### src/rtl/hazard_pkg.sv
`default_nettype none
// +----------------------------------------------------------------------------+
// | Module      : hazard_pkg                                                   |
// | Description : Shared types and constants for the pipeline hazard block.   |
// | Revision    : 1.0 - initial release                                        |
// +----------------------------------------------------------------------------+
package hazard_pkg;

  // Execute-stage operand source select
  typedef enum logic [1:0] {
    FWD_RF  = 2'b00,
    FWD_WB  = 2'b01,
    FWD_MEM = 2'b10
  } fwd_e_t;

  // Writeback source code meaning "data memory" (i.e. a load)
  localparam logic [1:0] DM2REG_MEM = 2'b01;

  // Mult/div sequencer states
  typedef enum logic [0:0] {
    MD_IDLE = 1'b0,
    MD_BUSY = 1'b1
  } md_state_t;

  // A later stage supplies register ra when it writes a non-zero matching register
  function automatic logic reg_hit(input logic we, input logic [4:0] wa, input logic [4:0] ra);
    return we && (wa != 5'd0) && (wa == ra);
  endfunction

endpackage
`default_nettype wire

### src/rtl/hazard_ctrl_if.sv
`default_nettype none
// +----------------------------------------------------------------------------+
// | Module      : hazard_ctrl_if                                               |
// | Description : Pipeline-side signal bundle of the hazard controller.        |
// | Revision    : 1.0 - initial release                                        |
// +----------------------------------------------------------------------------+
interface hazard_ctrl_if;
  // decode stage
  logic [4:0] rs_d;
  logic [4:0] rt_d;
  logic       branch_d;
  logic       j_src_d;
  logic       hilo_rd_d;
  logic       md_op_d;
  // execute stage
  logic [4:0] rse;
  logic [4:0] rte;
  logic [4:0] rf_wae;
  logic       we_rege;
  logic [1:0] dm2rege;
  logic       hilo_wee;
  // memory stage
  logic [4:0] rf_wam;
  logic       we_regm;
  logic [1:0] dm2regm;
  // writeback stage
  logic [4:0] rf_waw;
  logic       we_regw;
  // controls back to the pipeline
  logic       stall_f;
  logic       stall_d;
  logic       flush_e;
  logic       forward_ad;
  logic       forward_bd;
  logic [1:0] forward_ae;
  logic [1:0] forward_be;
  logic       md_start;
  logic       md_busy;
  logic       md_done;

  // pipeline side
  modport master (
    output rs_d, rt_d, branch_d, j_src_d, hilo_rd_d, md_op_d,
    output rse, rte, rf_wae, we_rege, dm2rege, hilo_wee,
    output rf_wam, we_regm, dm2regm, rf_waw, we_regw,
    input  stall_f, stall_d, flush_e, forward_ad, forward_bd,
    input  forward_ae, forward_be, md_start, md_busy, md_done
  );

  // hazard controller side
  modport slave (
    input  rs_d, rt_d, branch_d, j_src_d, hilo_rd_d, md_op_d,
    input  rse, rte, rf_wae, we_rege, dm2rege, hilo_wee,
    input  rf_wam, we_regm, dm2regm, rf_waw, we_regw,
    output stall_f, stall_d, flush_e, forward_ad, forward_bd,
    output forward_ae, forward_be, md_start, md_busy, md_done
  );
endinterface
`default_nettype wire

### src/rtl/hazard_ctrl_md_seq.sv
`default_nettype none
// +----------------------------------------------------------------------------+
// | Module      : md_seq                                                       |
// | Description : Mult/div launch sequencer with down-counter, plus the stall  |
// |               term that holds HI/LO readers and new mult/div ops in D.     |
// | Revision    : 1.0 - initial release                                        |
// +----------------------------------------------------------------------------+
module md_seq
  import hazard_pkg::*;
#(
  parameter int MD_CYCLES = 32,
  parameter int CNT_W     = 8
) (
  input  logic clk,
  input  logic rst,
  input  logic hilo_wee,
  input  logic hilo_rd_d,
  input  logic md_op_d,
  output logic md_start,
  output logic md_busy,
  output logic md_done,
  output logic md_stall
);

  // Counter reload gives md_done exactly MD_CYCLES cycles after md_start
  localparam logic [CNT_W-1:0] C_CNT_LOAD = CNT_W'(MD_CYCLES - 1);
  localparam logic [CNT_W-1:0] C_CNT_ONE  = CNT_W'(1);

  md_state_t        r_state;
  logic [CNT_W-1:0] r_cnt;

  // Sequencer: launch from IDLE on hilo_wee, count down in BUSY, return on zero
  always_ff @(posedge clk) begin
    if (rst) begin
      r_state <= MD_IDLE;
      r_cnt   <= '0;
    end else begin
      case (r_state)
        MD_IDLE: begin
          if (hilo_wee) begin
            r_state <= MD_BUSY;
            r_cnt   <= C_CNT_LOAD;
          end
        end
        MD_BUSY: begin
          // A hilo_wee here cannot legally happen and is ignored
          if (r_cnt != '0) begin
            r_cnt <= r_cnt - C_CNT_ONE;
          end else begin
            r_state <= MD_IDLE;
          end
        end
      endcase
    end
  end

  // Pulses are decoded from registered state; reset suppresses them so an
  // aborted operation never reports completion
  assign md_busy  = (r_state == MD_BUSY);
  assign md_start = !rst && (r_state == MD_IDLE) && hilo_wee;
  assign md_done  = !rst && md_busy && (r_cnt == '0);

  // Covers launch cycle through the done cycle so readers see the new HI/LO
  assign md_stall = !rst && (hilo_rd_d || md_op_d) && (md_busy || hilo_wee);

endmodule
`default_nettype wire

### src/rtl/hazard_ctrl.sv
`default_nettype none
// +----------------------------------------------------------------------------+
// | Module      : hazard_ctrl                                                  |
// | Description : Forwarding, load-use/branch/jr stall decode and mult/div     |
// |               scheduling for the 5-stage pipeline.                         |
// |               Optional macro HAZARD_PERF_EN adds stall_cnt / md_cnt.       |
// | Revision    : 1.0 - initial release                                        |
// +----------------------------------------------------------------------------+
module hazard_ctrl
  import hazard_pkg::*;
#(
  parameter int MD_CYCLES = 32,
  parameter int CNT_W     = 8
) (
  input  logic         clk,
  input  logic         rst,
  hazard_ctrl_if.slave hz
`ifdef HAZARD_PERF_EN
  ,
  output logic [31:0]  stall_cnt,
  output logic [31:0]  md_cnt
`endif
);

  fwd_e_t w_fwd_ae;
  fwd_e_t w_fwd_be;
  logic   w_fwd_ad;
  logic   w_fwd_bd;
  logic   w_lw_stall;
  logic   w_br_stall;
  logic   w_jr_stall;
  logic   w_md_stall;
  logic   w_stall;
  logic   w_e_rs;
  logic   w_e_rt;
  logic   w_m_rs;
  logic   w_m_rt;
  logic   w_md_start;

  // Forward selects and load-use/branch/jr stall terms; MEM beats WB
  always_comb begin
    w_fwd_ae = FWD_RF;
    w_fwd_be = FWD_RF;
    if (reg_hit(hz.we_regm, hz.rf_wam, hz.rse)) begin
      w_fwd_ae = FWD_MEM;
    end else if (reg_hit(hz.we_regw, hz.rf_waw, hz.rse)) begin
      w_fwd_ae = FWD_WB;
    end
    if (reg_hit(hz.we_regm, hz.rf_wam, hz.rte)) begin
      w_fwd_be = FWD_MEM;
    end else if (reg_hit(hz.we_regw, hz.rf_waw, hz.rte)) begin
      w_fwd_be = FWD_WB;
    end

    w_fwd_ad = reg_hit(hz.we_regm, hz.rf_wam, hz.rs_d);
    w_fwd_bd = reg_hit(hz.we_regm, hz.rf_wam, hz.rt_d);

    // Producer in E (any write) or a load in M is too late for the D comparator
    w_e_rs = reg_hit(hz.we_rege, hz.rf_wae, hz.rs_d);
    w_e_rt = reg_hit(hz.we_rege, hz.rf_wae, hz.rt_d);
    w_m_rs = reg_hit(hz.dm2regm == DM2REG_MEM, hz.rf_wam, hz.rs_d);
    w_m_rt = reg_hit(hz.dm2regm == DM2REG_MEM, hz.rf_wam, hz.rt_d);

    w_lw_stall = (hz.dm2rege == DM2REG_MEM) && (w_e_rs || w_e_rt);
    w_br_stall = hz.branch_d && (w_e_rs || w_e_rt || w_m_rs || w_m_rt);
    w_jr_stall = hz.j_src_d && (w_e_rs || w_m_rs);
    w_stall    = w_lw_stall || w_br_stall || w_jr_stall || w_md_stall;
  end

  md_seq #(
    .MD_CYCLES (MD_CYCLES),
    .CNT_W     (CNT_W)
  ) u_md_seq (
    .clk       (clk),
    .rst       (rst),
    .hilo_wee  (hz.hilo_wee),
    .hilo_rd_d (hz.hilo_rd_d),
    .md_op_d   (hz.md_op_d),
    .md_start  (w_md_start),
    .md_busy   (hz.md_busy),
    .md_done   (hz.md_done),
    .md_stall  (w_md_stall)
  );

  assign hz.md_start   = w_md_start;
  assign hz.stall_f    = !rst && w_stall;
  assign hz.stall_d    = !rst && w_stall;
  assign hz.flush_e    = !rst && w_stall;
  assign hz.forward_ad = !rst && w_fwd_ad;
  assign hz.forward_bd = !rst && w_fwd_bd;
  assign hz.forward_ae = rst ? FWD_RF : w_fwd_ae;
  assign hz.forward_be = rst ? FWD_RF : w_fwd_be;

`ifdef HAZARD_PERF_EN
  logic [31:0] r_stall_cnt;
  logic [31:0] r_md_cnt;

  // Free-running event counters, wrapping at 2^32
  always_ff @(posedge clk) begin
    if (rst) begin
      r_stall_cnt <= '0;
      r_md_cnt    <= '0;
    end else begin
      if (hz.stall_d) begin
        r_stall_cnt <= r_stall_cnt + 32'd1;
      end
      if (w_md_start) begin
        r_md_cnt <= r_md_cnt + 32'd1;
      end
    end
  end

  assign stall_cnt = r_stall_cnt;
  assign md_cnt    = r_md_cnt;
`endif

endmodule
`default_nettype wire

### src/flat_wrapper.sv
// flat-port wrapper written by rule: the top's interface ports become plain ports
module hazard_ctrl_flat import hazard_pkg::*;
#(
  parameter int MD_CYCLES = 32,
  parameter int CNT_W     = 8
)
  (clk, rst, hz_rs_d, hz_rt_d, hz_branch_d, hz_j_src_d, hz_hilo_rd_d, hz_md_op_d, hz_rse, hz_rte, hz_rf_wae, hz_we_rege, hz_dm2rege, hz_hilo_wee, hz_rf_wam, hz_we_regm, hz_dm2regm, hz_rf_waw, hz_we_regw, hz_stall_f, hz_stall_d, hz_flush_e, hz_forward_ad, hz_forward_bd, hz_forward_ae, hz_forward_be, hz_md_start, hz_md_busy, hz_md_done);
  hazard_ctrl_if hz_i ();
  input  logic clk;
  input  logic rst;
  input wire logic [$bits(hz_i.rs_d)-1:0] hz_rs_d;
  input wire logic [$bits(hz_i.rt_d)-1:0] hz_rt_d;
  input wire logic [$bits(hz_i.branch_d)-1:0] hz_branch_d;
  input wire logic [$bits(hz_i.j_src_d)-1:0] hz_j_src_d;
  input wire logic [$bits(hz_i.hilo_rd_d)-1:0] hz_hilo_rd_d;
  input wire logic [$bits(hz_i.md_op_d)-1:0] hz_md_op_d;
  input wire logic [$bits(hz_i.rse)-1:0] hz_rse;
  input wire logic [$bits(hz_i.rte)-1:0] hz_rte;
  input wire logic [$bits(hz_i.rf_wae)-1:0] hz_rf_wae;
  input wire logic [$bits(hz_i.we_rege)-1:0] hz_we_rege;
  input wire logic [$bits(hz_i.dm2rege)-1:0] hz_dm2rege;
  input wire logic [$bits(hz_i.hilo_wee)-1:0] hz_hilo_wee;
  input wire logic [$bits(hz_i.rf_wam)-1:0] hz_rf_wam;
  input wire logic [$bits(hz_i.we_regm)-1:0] hz_we_regm;
  input wire logic [$bits(hz_i.dm2regm)-1:0] hz_dm2regm;
  input wire logic [$bits(hz_i.rf_waw)-1:0] hz_rf_waw;
  input wire logic [$bits(hz_i.we_regw)-1:0] hz_we_regw;
  output wire logic [$bits(hz_i.stall_f)-1:0] hz_stall_f;
  output wire logic [$bits(hz_i.stall_d)-1:0] hz_stall_d;
  output wire logic [$bits(hz_i.flush_e)-1:0] hz_flush_e;
  output wire logic [$bits(hz_i.forward_ad)-1:0] hz_forward_ad;
  output wire logic [$bits(hz_i.forward_bd)-1:0] hz_forward_bd;
  output wire logic [$bits(hz_i.forward_ae)-1:0] hz_forward_ae;
  output wire logic [$bits(hz_i.forward_be)-1:0] hz_forward_be;
  output wire logic [$bits(hz_i.md_start)-1:0] hz_md_start;
  output wire logic [$bits(hz_i.md_busy)-1:0] hz_md_busy;
  output wire logic [$bits(hz_i.md_done)-1:0] hz_md_done;
  assign hz_i.rs_d = hz_rs_d;
  assign hz_i.rt_d = hz_rt_d;
  assign hz_i.branch_d = hz_branch_d;
  assign hz_i.j_src_d = hz_j_src_d;
  assign hz_i.hilo_rd_d = hz_hilo_rd_d;
  assign hz_i.md_op_d = hz_md_op_d;
  assign hz_i.rse = hz_rse;
  assign hz_i.rte = hz_rte;
  assign hz_i.rf_wae = hz_rf_wae;
  assign hz_i.we_rege = hz_we_rege;
  assign hz_i.dm2rege = hz_dm2rege;
  assign hz_i.hilo_wee = hz_hilo_wee;
  assign hz_i.rf_wam = hz_rf_wam;
  assign hz_i.we_regm = hz_we_regm;
  assign hz_i.dm2regm = hz_dm2regm;
  assign hz_i.rf_waw = hz_rf_waw;
  assign hz_i.we_regw = hz_we_regw;
  assign hz_stall_f = hz_i.stall_f;
  assign hz_stall_d = hz_i.stall_d;
  assign hz_flush_e = hz_i.flush_e;
  assign hz_forward_ad = hz_i.forward_ad;
  assign hz_forward_bd = hz_i.forward_bd;
  assign hz_forward_ae = hz_i.forward_ae;
  assign hz_forward_be = hz_i.forward_be;
  assign hz_md_start = hz_i.md_start;
  assign hz_md_busy = hz_i.md_busy;
  assign hz_md_done = hz_i.md_done;
  hazard_ctrl #(.MD_CYCLES(MD_CYCLES), .CNT_W(CNT_W)) u_core (.clk(clk), .rst(rst), .hz(hz_i));
endmodule
### config.mk
export PLATFORM = sky130hd
export DESIGN_NAME = hazard_ctrl_flat
export DESIGN_NICKNAME = d
export VERILOG_FILES = /design/src/rtl/hazard_pkg.sv /design/src/rtl/hazard_ctrl_if.sv /design/src/rtl/hazard_ctrl_md_seq.sv /design/src/rtl/hazard_ctrl.sv /design/src/flat_wrapper.sv
export SDC_FILE = /design/constraint.sdc
export NUM_CORES = 1
export LEC_CHECK = 0
export ABC_AREA = 1
export CORE_ASPECT_RATIO = 1.75
export CORE_MARGIN = 1.5
export CORE_UTILIZATION = 45
export DETAILED_ROUTE_END_ITERATION = 8
export HOLD_SLACK_MARGIN = 0.05
export PLACE_DENSITY = 0.85
export SETUP_SLACK_MARGIN = 0.1
export SYNTH_ARGS = -nofsm -noshare
export SYNTH_HDL_FRONTEND = slang
export SYNTH_HIERARCHICAL = 1
export SYNTH_SLANG_ARGS = --single-unit
### constraint.sdc
create_clock -name clk -period 2.7 [get_ports clk]
set_clock_uncertainty 0.05 [all_clocks]
set_input_delay 0.54 -clock clk [delete_from_list [all_inputs] [get_ports clk]]
set_output_delay 0.54 -clock clk [all_outputs]
set_load 0.01 [all_outputs]
== Yosys cells after proc, flatten, opt, wreduce, memory -nomap -nowiden ==
Cells that the tools add are included.

* Bits in registers: 9
* Output and inout bits: 12
* Word-level logic and storage cells: 70

* Add/subtract/negate cells: 1
* Eq/ne operators: 12
* Mux-type cells: 12
* Bitwise logic cells: 1
* Reduce and logical (&&, ||, !) cells: 42

{| class="wikitable"
|+ Operators with widths
! kind !! count
|-
| 5-bit equality test || 8
|-
| 1-bit logical AND || 26
|-
| 8-bit 2-to-1 mux || 2
|-
| 8-bit case mux with 2 select lines || 1
|-
| 5-bit nonzero test || 3
|-
| 1-bit logical OR || 9
|-
| 8-bit zero test || 1
|-
| 2-bit 2-to-1 mux || 4
|-
| 8-bit nonzero test || 1
|-
| 8-bit by 1-bit subtractor with 8-bit output (second input constant) || 1
|-
| 2-bit by 1-bit equality test with 1-bit output (second input constant) || 2
|-
| 1-bit 2-to-1 mux || 4
|-
| 2-bit by 1-bit inequality test with 1-bit output (second input constant) || 1
|-
| 2-bit inequality test (second input constant) || 1
|-
| 1-bit case mux with 2 select lines || 1
|-
| 2-bit AND reduction || 1
|-
| 1-bit zero test || 1
|-
| 1-bit NOT || 1
|}

== Depth between registers and ports, before layout ==
Gate-level depths: netlist of the first run.

* Word-level depth: 11
* Mapped depth: 13

== By module ==
The synthesis of the first run kept the hierarchy.

{| class="wikitable"
|+ Modules (own cells, without submodules)
! module !! instances !! cells an instance !! area each (um^2) !! sequential area each (um^2)
|-
| hazard_ctrl || 1 || 173 || 810.8 || 0.0
|-
| md_seq || 1 || 96 || 606.8 || 180.2
|}

== Worst setup path before layout of the first run ==
No wires, ideal clock.

* Path kind: input to output
* From: in hz_rf_wam[2]
* To: out hz_stall_d
* Data arrival time: 1.459 ns
* Data required time: 2.110 ns
* Path slack: 0.651 ns
* Stages: 12
* Path buffers: 2
* Cells stage by stage: buf_2 inv_1 nand2_1 nand2_1 nor2_2 nand4_1 nand2_1 nand2_1 nand3_1 nand2_1 inv_1 buf_4

* Word-level cells in the longest chain between the ends: 10
* Elaborated cells on any way between the ends: 15

{| class="wikitable"
|+ RTL lines
! item !! RTL line !! text
|-
| start, declared || flat_wrapper.sv:23 || <nowiki>input wire logic [$bits(hz_i.rf_wam)-1:0] hz_rf_wam;</nowiki>
|-
| 5-bit nonzero test || hazard_pkg.sv:27 || <nowiki>return we && (wa != 5'd0) && (wa == ra);</nowiki>
|-
| 1-bit logical AND (2 in series) || hazard_pkg.sv:27 ||
|-
| 1-bit logical OR (2 in series) || hazard_ctrl.sv:65 || <nowiki>w_br_stall = hz.branch_d && (w_e_rs || w_e_rt || w_m_rs || w_m_rt);</nowiki>
|-
| 1-bit logical AND || hazard_ctrl.sv:65 ||
|-
| 1-bit logical OR || hazard_ctrl.sv:67 || <nowiki>w_stall = w_lw_stall || w_br_stall || w_jr_stall || w_md_stall;</nowiki>
|-
| 1-bit logical OR (*) (2 in series) || hazard_ctrl.sv:67 ||
|-
| 1-bit logical AND (*) || - ||
|-
| end, declared || flat_wrapper.sv:29 || <nowiki>output wire logic [$bits(hz_i.stall_d)-1:0] hz_stall_d;</nowiki>
|}

Every way passes the cells marked *; elsewhere a longest branch is shown, timed or not.

== Final worst setup path of the first run ==
* From: in hz_rf_waw[0]
* To: out hz_forward_be[0]

* Word-level cells in the longest chain between the ends: 6
* Elaborated cells on any way between the ends: 7

{| class="wikitable"
|+ RTL lines
! item !! RTL line !! text
|-
| start, declared || flat_wrapper.sv:26 || <nowiki>input wire logic [$bits(hz_i.rf_waw)-1:0] hz_rf_waw;</nowiki>
|-
| 5-bit nonzero test || hazard_pkg.sv:27 ||
|-
| 1-bit logical AND || hazard_pkg.sv:27 ||
|-
| 1-bit logical AND (*) || hazard_pkg.sv:27 ||
|-
| 1-bit 2-to-1 mux (*) || hazard_ctrl.sv:51 || <nowiki>end else if (reg_hit(hz.we_regw, hz.rf_waw, hz.rte)) begin</nowiki>
|-
| 2-bit 2-to-1 mux (*) || hazard_ctrl.sv:49 || <nowiki>if (reg_hit(hz.we_regm, hz.rf_wam, hz.rte)) begin</nowiki>
|-
| 2-bit 2-to-1 mux (*) || hazard_ctrl.sv:92 || <nowiki>assign hz.forward_be = rst ? FWD_RF : w_fwd_be;</nowiki>
|-
| end, declared || flat_wrapper.sv:34 || <nowiki>output wire logic [$bits(hz_i.forward_be)-1:0] hz_forward_be;</nowiki>
|}

Marked as above.

==> impl_metrics.toml, run 1 <==
[run_status]
status = "finished, violations left"
violations = "design-rule violations"

[cts]
holdBufCountCts = 0
clock_path_buffers = 2
root_buffer = "sky130_fd_sc_hd__clkbuf_8"
tritoncts = "done"
clkTransAtPathRegs_ns = 0.05
clock_sinks = 9
clock_insertion_delay_worst_skew_ns = 0.23
cts_max_level = 1
cts-buffers-inserted = 3

[floorplanning]
die_wd_um = 45.4
rows = 26
floorplan.die_area_mm2 = 0.00351
placeableCoreArea_mm2 = 0.00296
initial_core_util = 0.479
floorplan.die.height_um = 77.3
io_pins = 61

[drt]
drtIter0Drc = 55
detail_route.wirelength_um = 4880
drt-wirelength-per-cell_um = 12.5
vias = 1954
detail_route.drc_violations = 1
detail-route-antenna-nets = 0
drt-vias-per-instance = 5.02
first_pass_iters = 6

[worst_setup_path]
critical_path_class = "in -> out"
reg2reg_slack_ns = 1.32
startpoint_type = "input port"
cp-end-kind = "primary output"
timing.reg2reg.worst_path_depth = 7
ff_to_ff_end = "u_core/u_md_seq/r_cnt[7]"
critical_path.cell_chain = "clkdlybuf4s50_1 -> buf_4 -> o22ai_1 -> a21oi_1 -> nand3_1 -> nor3b_2 -> clkdlybuf4s15_1"
worst-path-max-fanout = 4
max_stage_delay_ns = 0.49
critical_path_arrival_ns = 1.97
slowest_library_cell_on_the_worst_path = "sky130_fd_sc_hd__clkdlybuf4s50_1"
worstPathRequired_ns = 2.11
worstReg2RegStart = "u_core/u_md_seq/r_cnt[0]"

[sta]
hold_viol = 0
final-max-slew-violation-count = 0
finalCritPeriodShare = 0.947
finalWorstPathRequiredPeriod_ns = 2.56
timing.max_slew.rel_slack = 0.831
max_freq_mhz = 391
rsz_0062_raised_after_global_routing = "yes"
tightestPinTransition_ns = 0.251
setup_viol_count_final = 0

[yosys]
syn_nets = 320
syn_inst = 269
ys_warn_count = 6
synth_top_area_frac = 0.228
yosys-top-cells-area = "sky130_fd_sc_hd__nand2_1, sky130_fd_sc_hd__dfxtp_1, sky130_fd_sc_hd__inv_1"
ys_seq_area_frac = 0.127
synthDistinctLibCells = 28
synth.largest_area_cell = "sky130_fd_sc_hd__nand2_1"
yosys_register_bits = 9
syn-cell-area_mm2 = 0.00142
synthesis.area_per_instance_um2 = 5.27

[power_and_ir_drop]
power_per_cell_area_mw_per_mm2 = 300
ir_worst_vdd_mv = 0.166
p_leak_nw = 1.29

[grt]
grt_max_degree = 10
grt_pass1_wl_um = 7770
vias_in_the_first_global_route = 1969
grt_overflow_total = 0
groute.usage.overall = 0.292
antenna_violations_before_repair = 0

[place]
port_buffers = 60
dpl.hpwl_um = 4030
placed_cells = 384
gp_routability_congestion = 0.857

[min_path]
whs_endpoint = "u_core/u_md_seq/r_cnt[0]"
min_from = "u_core/u_md_seq/r_cnt[0]"
holdPathStages = 2
holdCritPathClass = "reg -> reg"

[finish]
area_growth_syn_to_layout_pct = 58.3
final_layout_size_suffix_gt1_frac = 0.167
nets = 399
layout.cells.non_filler = 389
most_frequent_standard_cell_in_the_layout_excluding_fill_and_tap_cells = "sky130_fd_sc_hd__nand2_1"
most-common-layout-cells = "sky130_fd_sc_hd__nand2_1, sky130_fd_sc_hd__inv_1, sky130_fd_sc_hd__clkdlybuf4s50_1"
n_fill_cell = 241
antenna-diode-count = 0
utilization_after_layout = 0.758

[run]
cap_viol_max_count = 0
-- cells in the mapped netlist (all sizes together) --
library cell  count
ha                2
o22ai             4
o21ai             7
nand4             5
nand3            23
inv              52
nor2             33
nand2            89
buf               6
nor3              9
xnor2             6
nor3b             1
o211ai            1
nand3b            1
xor2              7
a21oi            12
dfxtp             9
or2               2
-- worst max path at each step --
stage                     slack, ns    startpoint               end
after floorplan                0.65  hz_rf_wam[2]        hz_stall_d
after global placement        -0.29  hz_rf_wam[3]        hz_flush_e
after CTS                      0.04  hz_rf_wae[0]        hz_flush_e
after detailed placement      -0.34  hz_rf_wam[2]        hz_flush_e
final                          0.14  hz_rf_waw[0]  hz_forward_be[0]
after global routing           0.10  hz_rf_waw[4]  hz_forward_be[0]
-- power breakdown --
group          internal [mW]  leakage [nW]  switching, mW
clock                  0.103        0.0228         0.0525
sequential             0.148        0.0745         0.0172
combinational          0.163          1.19          0.190
total                  0.413          1.29          0.260
-- kinds of logic after synthesis --
logic type      Yosys count  synth area share
simple gates            163             0.515
buf+inv                  58             0.162
compound gates           24            0.0980
xor+xnor                 13            0.0803
flops                     9             0.127
fa+ha+maj                 2            0.0176
-- critical path: cells and delay by family --
| kind | cells | cell delay, ns |
|---|---|---|
| buf+inv | 3 | 0.87 |
| simple gates | 2 | 0.30 |
| compound gates | 2 | 0.25 |
-- layer usage --
metal,up-vias,GRT usage,part of all wire
li1,983,-,-
met1,847,0.228,0.31
met2,97,0.597,0.58
met3,27,0.0282,0.050
met4,0,0.162,0.056
met5,-,0,0
-- flip-flops by register name (all words and copies together), names as in the netlist --
| register | flops |
|---|---|
| u_core/u_md_seq/md_busy | 1 |
| u_core/u_md_seq/r_cnt | 8 |
-- cell type report --
type,count,area (um^2),area share
Multi-Input combinational cell,202,1030,0.459
Sequential cell,9,180,0.0803
Tap cell,42,52.6,0.0234
Clock buffer,4,45.0,0.0201
Timing Repair Buffer,80,741,0.330
Inverter,52,195,0.0870
-- what timing repair did --
action,CTS,global route
setup endpoints to repair,9,9
buffers inserted,0,1
pin swaps,2,8
resized for setup,31,24
-- metrics by stage --
stage	hold slack (ns)	area, um^2	setup slack [ns]	setup TNS [ns]	total power, mW
after floorplan	0.402	1420	0.651	0	0.356
after global placement	0.418	2180	-0.289	-2.20	0.511
after detailed placement	0.430	2180	-0.338	-2.47	0.519
after CTS	0.441	2200	0.0431	0	0.671
after global routing	0.458	2240	0.103	0	0.721
final	0.466	2240	0.142	0	0.673
Power figures use the tool's default switching activity.
==> run 2: changes to the inputs <==
CORE_MARGIN = 2   (was 1.5)
==> run 2 against run 1 <==
The flow now finishes without violations; hold slack got worse by 0.024 ns; cell count rose by 0.51%; die area rose by 3.5%; utilization fell by 3.0 points; critical path type unchanged; critical endpoint is now hz_forward_ae[1]; largest cell class unchanged; highest routed layer unchanged.
==> impl_metrics.toml, run 2 (same netlist as run 1, synthesis figures left out) <==
[cts]
postCtsSetupBuffers = 0
clock_sinks = 9
root_buffer = "sky130_fd_sc_hd__clkbuf_8"
clock_insertion_delay_worst_skew_ns = 0.23
holdBufCountCts = 0
cts_max_level = 1
cts-buffers-inserted = 3
tritoncts = "done"
clock_path_buffers = 2
clkTransAtPathRegs_ns = 0.05

[floorplanning]
rows = 27
placeableCoreArea_mm2 = 0.00307
floorplan.die_area_mm2 = 0.00363
die_wd_um = 46.4
initial_core_util = 0.461
io_pins = 61
floorplan.die.height_um = 78.3

[drt]
drt-wirelength-per-cell_um = 11.8
detail_route.drc_violations = 0
dr.max_layer_used = "met4"
first_pass_iters = 4
wl_met3_um = 187
dr_wl_met2_um = 2610
drt-vias-per-instance = 4.89
met1Wirelength_um = 1670
detail_route.wirelength_um = 4610
vias = 1911
detail-route-antenna-nets = 0
drtIter0Drc = 89

[power_and_ir_drop]
power_per_cell_area_mw_per_mm2 = 300
p_leak_nw = 1.25
ir_worst_vdd_mv = 0.193

[place]
dpl.hpwl_um = 3800
post-place-ws_ns = -0.342
gp_routability_congestion = 0.914
placed_area_mm2 = 0.00219
port_buffers = 60

[finish]
area_growth_syn_to_layout_pct = 57.9
nets = 400
most-common-layout-cells = "sky130_fd_sc_hd__nand2_1, sky130_fd_sc_hd__inv_1, sky130_fd_sc_hd__clkdlybuf4s50_1"
antenna-diode-count = 0
most_frequent_standard_cell_in_the_layout_excluding_fill_and_tap_cells = "sky130_fd_sc_hd__nand2_1"
largest_register_ff_count = 8
final_layout_size_suffix_gt1_frac = 0.158
max_flop_register = "u_core/u_md_seq/r_cnt"
design_area_mm2 = 0.00224

[grt]
vias_in_the_first_global_route = 1803
grt_pass1_wl_um = 7020
antenna_violations_before_repair = 0
grt_max_degree = 9
groute.usage.overall = 0.255
grt_overflow_total = 0

[worst_setup_path]
reg2reg_slack_ns = 1.35
critical_path_arrival_ns = 1.96
worst-path-max-fanout = 5
timing.reg2reg.worst_path_depth = 8
worstPathRequired_ns = 2.11
ff_to_ff_end = "u_core/u_md_seq/r_cnt[3]"
cp-end-kind = "primary output"
critical_path_end = "hz_forward_ae[1]"
worstReg2RegStart = "u_core/u_md_seq/r_cnt[0]"
setup.worst_path.start = "hz_rf_wam[4]"
startpoint_type = "input port"
critical_path_class = "in -> out"

[sta]
final-max-slew-violation-count = 0
tightestPinTransition_ns = 0.269
finalCritPeriodShare = 0.945
max_freq_mhz = 392
finalWorstPathRequiredPeriod_ns = 2.55
rsz_0062_raised_after_global_routing = "no"
layout_setup_ws_ns = 0.147
setup_viol_count_final = 0
timing.max_slew.rel_slack = 0.821
finalSetupTns_ns = 0
hold_viol = 0

[min_path]
holdCritPathClass = "reg -> reg"
min_from = "u_core/u_md_seq/r_cnt[0]"

[run_status]
status = "finished clean"

[run]
cap_viol_max_count = 0
==> run 2: cell count changes in the layout (fill, tap and decap cells not counted) <==
cell and change:
sky130_fd_sc_hd__buf_4 +1, sky130_fd_sc_hd__a21oi_1 +1, sky130_fd_sc_hd__clkdlybuf4s50_1 +7, sky130_fd_sc_hd__clkbuf_2 -1, sky130_fd_sc_hd__buf_6 +1, sky130_fd_sc_hd__dlymetal6s2s_1 -4
sky130_fd_sc_hd__a21oi_2 -1, sky130_fd_sc_hd__dlygate4sd2_1 -3, sky130_fd_sc_hd__nor3_2 -1, sky130_fd_sc_hd__nor3_1 +1, sky130_fd_sc_hd__nor2_2 -2, sky130_fd_sc_hd__nor2_1 +2
==> run 2: how the worst min path moves through the flow <==
stage	end	cells past startpoint	slack [ns]
floorplan	u_core/u_md_seq/r_cnt[0]	2	0.40
global placement	u_core/u_md_seq/r_cnt[0]	2	0.42
detailed placement	u_core/u_md_seq/r_cnt[0]	2	0.44
CTS	u_core/u_md_seq/r_cnt[0]	2	0.45
global route	u_core/u_md_seq/r_cnt[0]	2	0.47
finish	u_core/u_md_seq/r_cnt[0]	2	0.44
==> run 2: repair_timing <==
item,CTS,global route
gates resized for setup,28,18
pin swaps,2,3
setup endpoints to repair,9,8
==> run 2: worst max-delay path, stage by stage <==
cell,delay [ns]
sky130_fd_sc_hd__clkdlybuf4s50_1,0.40
sky130_fd_sc_hd__buf_4,0.17
sky130_fd_sc_hd__nor3_2,0.15
sky130_fd_sc_hd__nand3_1,0.15
sky130_fd_sc_hd__nand2_2,0.12
sky130_fd_sc_hd__inv_2,0.05
sky130_fd_sc_hd__nand2_1,0.07
sky130_fd_sc_hd__nor2_1,0.04
sky130_fd_sc_hd__dlygate4sd2_1,0.27
==> run 2: where the power goes <==
part	switching [mW]	internal, mW
clock	0.0552	0.103
sequential	0.0152	0.148
combinational	0.184	0.166
total	0.255	0.416
==> run 2: routing by layer <==
| layer | GRT usage | vias to the layer above |
|---|---|---|
| met5 | 0 | - |
| met4 | 0.120 | 0 |
| met3 | 0.0207 | 14 |
| met2 | 0.506 | 70 |
| met1 | 0.231 | 842 |
| li1 | - | 985 |
==> run 2: area by class of cell <==
cell class,count,area (um^2)
Tap cell,43,53.8
Multi-Input combinational cell,202,1020
Fill cell,267,836
Clock buffer,4,45.0
Sequential cell,9,180
Timing Repair Buffer,81,748
Inverter,52,195
==> run 2: per-stage QoR <==
step,total power [mW],cells,util,hold WS (ns)
after floorplan,0.356,269,-,0.402
after global placement,0.508,387,0.714,0.417
after detailed placement,0.515,387,0.714,0.440
after CTS,0.671,391,0.721,0.450
after global routing,0.720,391,0.728,0.474
final,0.671,391,0.728,0.442
